===== src/rtl/mux2to1_8bit_pkg.sv =====
// Shared types and widths for the registered byte-wide 2:1 selector.
//   BYTE_W : native data width of the selector datapath
//   byte_t : byte-wide data word
package mux2to1_8bit_pkg;

  localparam int BYTE_W = 8;

  typedef logic [BYTE_W-1:0] byte_t;

endpackage


===== src/rtl/mux2to1_8bit_if.sv =====
// Bus bundle for the registered 2:1 selector.
//   sel     : source select (0 -> in0, 1 -> in1)
//   in0/in1 : data sources
//   mux_out : registered selected data
// master drives sel/in0/in1 and observes mux_out; slave is the selector.
interface mux2to1_8bit_if #(
  parameter int WIDTH = mux2to1_8bit_pkg::BYTE_W
);

  logic             sel;
  logic [WIDTH-1:0] in0;
  logic [WIDTH-1:0] in1;
  logic [WIDTH-1:0] mux_out;

  modport master (
    output sel,
    output in0,
    output in1,
    input  mux_out
  );

  modport slave (
    input  sel,
    input  in0,
    input  in1,
    output mux_out
  );

endinterface


===== src/rtl/mux2to1_8bit_bit.sv =====
// Combinational single-bit 2:1 selector.
//   sel : 0 passes a, 1 passes b
//   a   : source 0 bit
//   b   : source 1 bit
//   y   : selected bit
// An X on sel propagates to y in simulation wherever a and b differ.
module mux_2to1_1bit (
  input  logic sel,
  input  logic a,
  input  logic b,
  output logic y
);

  assign y = sel ? b : a;

endmodule


===== src/rtl/mux2to1_8bit.sv =====
// Registered WIDTH-bit 2:1 selector: each rising clk edge captures
// in1 when sel=1, otherwise in0, into the output register.
//   clk   : single clock, rising edge
//   rst_n : asynchronous active-low clear of the output register
//   bus   : slave side of mux2to1_8bit_if (sel, in0, in1 in; mux_out out)
module mux2to1_8bit
  import mux2to1_8bit_pkg::*;
#(
  parameter int WIDTH = BYTE_W
) (
  input  logic                 clk,
  input  logic                 rst_n,
  mux2to1_8bit_if.slave        bus
);

  logic [WIDTH-1:0] w_mux_d;
  logic [WIDTH-1:0] r_mux_out;

  // One bit-slice selector per data bit; the sources are never combined.
  for (genvar gi = 0; gi < WIDTH; gi++) begin : g_bit
    mux_2to1_1bit u_bit (
      .sel (bus.sel),
      .a   (bus.in0[gi]),
      .b   (bus.in1[gi]),
      .y   (w_mux_d[gi])
    );
  end

  always_ff @(posedge clk or negedge rst_n) begin
    if (!rst_n) begin
      r_mux_out <= '0;
    end else begin
      r_mux_out <= w_mux_d;
    end
  end

  assign bus.mux_out = r_mux_out;

endmodule


===== src/flat_wrapper.sv =====
// flat-port wrapper written by rule: the top's interface ports become plain ports
module mux2to1_8bit_flat import mux2to1_8bit_pkg::*;
#(
  parameter int WIDTH = BYTE_W
)
  (clk, rst_n, bus_sel, bus_in0, bus_in1, bus_mux_out);
  mux2to1_8bit_if #(.WIDTH(WIDTH)) bus_i ();
  input  logic clk;
  input  logic rst_n;
  input wire logic [$bits(bus_i.sel)-1:0] bus_sel;
  input wire logic [$bits(bus_i.in0)-1:0] bus_in0;
  input wire logic [$bits(bus_i.in1)-1:0] bus_in1;
  output wire logic [$bits(bus_i.mux_out)-1:0] bus_mux_out;
  assign bus_i.sel = bus_sel;
  assign bus_i.in0 = bus_in0;
  assign bus_i.in1 = bus_in1;
  assign bus_mux_out = bus_i.mux_out;
  mux2to1_8bit #(.WIDTH(WIDTH)) u_core (.clk(clk), .rst_n(rst_n), .bus(bus_i));
endmodule

===== config.mk =====
export PLATFORM = sky130hd
export DESIGN_NAME = mux2to1_8bit_flat
export DESIGN_NICKNAME = d
export VERILOG_FILES = /design/src/rtl/mux2to1_8bit_pkg.sv /design/src/rtl/mux2to1_8bit_if.sv /design/src/rtl/mux2to1_8bit_bit.sv /design/src/rtl/mux2to1_8bit.sv /design/src/flat_wrapper.sv
export SDC_FILE = /design/constraint.sdc
export NUM_CORES = 1
export LEC_CHECK = 0
export CORE_AREA = 5 5 42 44
export DETAILED_ROUTE_END_ITERATION = 8
export DIE_AREA = 0 0 47 49
export HOLD_SLACK_MARGIN = 0.08
export PLACE_DENSITY = 0.63
export SLEW_MARGIN = 20
export SYNTH_ARGS = -nofsm -noshare
export SYNTH_HDL_FRONTEND = slang
export SYNTH_SLANG_ARGS = --single-unit
export TNS_END_PERCENT = 1

===== constraint.sdc =====
create_clock -name clk -period 0.8 [get_ports clk]
set_input_delay 0.2 -clock clk [delete_from_list [all_inputs] [get_ports clk]]
set_output_delay 0.2 -clock clk [all_outputs]
set_load 0.02 [all_outputs]

==> impl_metrics.ini <==
[outcome]
status = finished with violations
violations = setup timing

[timing]
worst_slack_ns = -0.143
relSlewSlack = 0.786
slew_violations = 0
setup_viol = 8
rsz0062_at_grt = true
clock.fmax_mhz = 1060
worst_hold_slack_ns = 0.219
period_needed_ns = 0.943
tightest_slew_ns = 0.321
hold_viol = 0
period_share = 1.18

[routing]
post_drt_via_cell_ratio = 3.97
routedWlPerCell_um = 10.1
postRouteAntennaNets = 0
first_pass_iters = 1
drt-initial-drc-count = 0
wl_um = 639
drc = 0
vias = 250

[clock_tree]
htreeDepth = 1
cts_tree = built
cts_buffers = 3
cts.sinks = 8
root_buffer = clkbuf_4
cts_setup_buffers = 0
clock_path_buffers = 2
clk_pin_slew_ns = 0.05

[logic_synthesis]
synth_area_leaders = dfrtp_1 60%, mux2_4 36%, buf_6 3.4%
syn_avg_cell_area_um2 = 19.5
synthCells = 17
yosys_warnings = 0
ys_seq_area_frac = 0.604
ys_ff_latch = 8
synth_top_area_share = 0.604
syn_area_um2 = 332
yosysTopAreaCell = dfrtp_1
ys_types = 3
synthesis.nets = 36

[layout]
final_layout_size_suffix_gt1_frac = 0.447
antennaDiodeCount = 0
largest_reg_flops = 8
area_growth_pct = 95.5
final_common_cell = clkdlybuf4s50_1
fin_area_um2 = 648
layout_common_cells = 17 x clkdlybuf4s50_1, 9 x buf_6, 8 x mux2_4, 8 x dfrtp_1, 3 x clkbuf_4
layout.nets = 68

[worst_setup_path]
worst_setup_path_end_kind = primary output
path_delay_family = flip-flops
cp.required_ns = 0.60
worstSetupStartpointType = flip-flop
cp_max_fo = 1
crit_type = flip-flop to primary output
critPathBufInv = 1
critPathSlowestCell = dfrtp_1
worstPathCellList = buf_6
crit_path_max_incr_delay_ns = 0.37
cp.arrival_ns = 0.74

[power_and_ir_drop]
p_leak_nw = 0.303
p_int_mw = 0.790
netSwitchingFraction = 0.209
comb_power_share = 0.272
power_frac_seq = 0.450
p_sw_mw = 0.209
clockPowerShare = 0.278
peakVddDrop_uv = 548
power.density_nw_per_um2 = 1540

[global_routing]
grt_pass1_vias = 291
overflow = 0
antenna_found_initial = 0
grt_usage = 0.0734
grt_first_pass_wirelength_mm = 1.16
grt_max_degree = 9

[floorplanning]
start_util = 0.237
die_y_um = 49
die_area_um2 = 2300
ioPinCount = 27
std_cell_rows = 14
die_x_um = 47
core_um2 = 1400

[place]
portBuffers = 26
gp_congestion = 0.605
dp_slack_ns = -0.467
placed_area_um2 = 616

[flow_run]
cap_violations = 0

[min_path]
hold_path_class = primary input to async pin
## cells in the mapped netlist
cell type and instances:
buf_6 1, dfrtp_1 8, mux2_4 8
## worst max-delay path by stage
| stage | start | to | slack [ns] | cells past startpoint |
|---|---|---|---|---|
| 2_1_floorplan | bus_sel | u_core.bus.mux_out[0] | 0.06 | 2 |
| 3_3_place_gp | bus_sel | u_core.bus.mux_out[2] | -0.45 | 3 |
| 3_5_place_dp | bus_sel | u_core.bus.mux_out[6] | -0.47 | 3 |
| 4_1_cts | u_core.bus.mux_out[7] | bus_mux_out[7] | -0.17 | 1 |
| 5_1_grt | u_core.bus.mux_out[0] | bus_mux_out[0] | -0.18 | 1 |
| 6_report | u_core.bus.mux_out[7] | bus_mux_out[7] | -0.14 | 1 |
## cell type report
cell class / count / area, um^2
clock buffers: 3 / 22.5
well taps: 16 / 20.0
fillers: 140 / 753
flip-flops and latches: 8 / 200
multi-input cells: 8 / 120
repair buffers: 28 / 285
## kinds of logic (layout without fill, tap and decap cells)
| family | after synthesis | count (layout) | synth area share |
|---|---|---|---|
| buf+inv | 1 | 31 | 0.0340 |
| mux | 8 | 8 | 0.362 |
| flops | 8 | 8 | 0.604 |
## power by group through the flow
stage	combinational, mW	clock (mW)	sequential [mW]
floorplan	0.0656	0	0.492
global placement	0.268	0	0.450
detailed placement	0.272	0	0.451
CTS	0.245	0.300	0.443
global route	0.289	0.311	0.453
finish	0.271	0.278	0.450
## metrics by stage
step	TNS, ns	cells	utilization	total power [mW]
final	-1.10	63	0.463	0.999
after global routing	-1.35	63	0.463	1.05
after CTS	-1.29	63	0.431	0.987
after detailed placement	-6.03	60	0.439	0.722
after global placement	-5.94	60	0.439	0.718
after floorplan	0	17	-	0.557
## what timing repair did
action,in CTS,in global routing
hold buffers,0,0
resized for setup,35,14
setup endpoints to repair,16,8
pin swaps,0,0
## layer usage
layer	vias to the layer above	wire, um	GRT usage
li1	119	-	-
met1	103	216	0.0866
met2	26	251	0.0814
met3	2	151	0.0185
met4	0	20	0.111
met5	-	0	0
(Power assumes the default switching activity.)
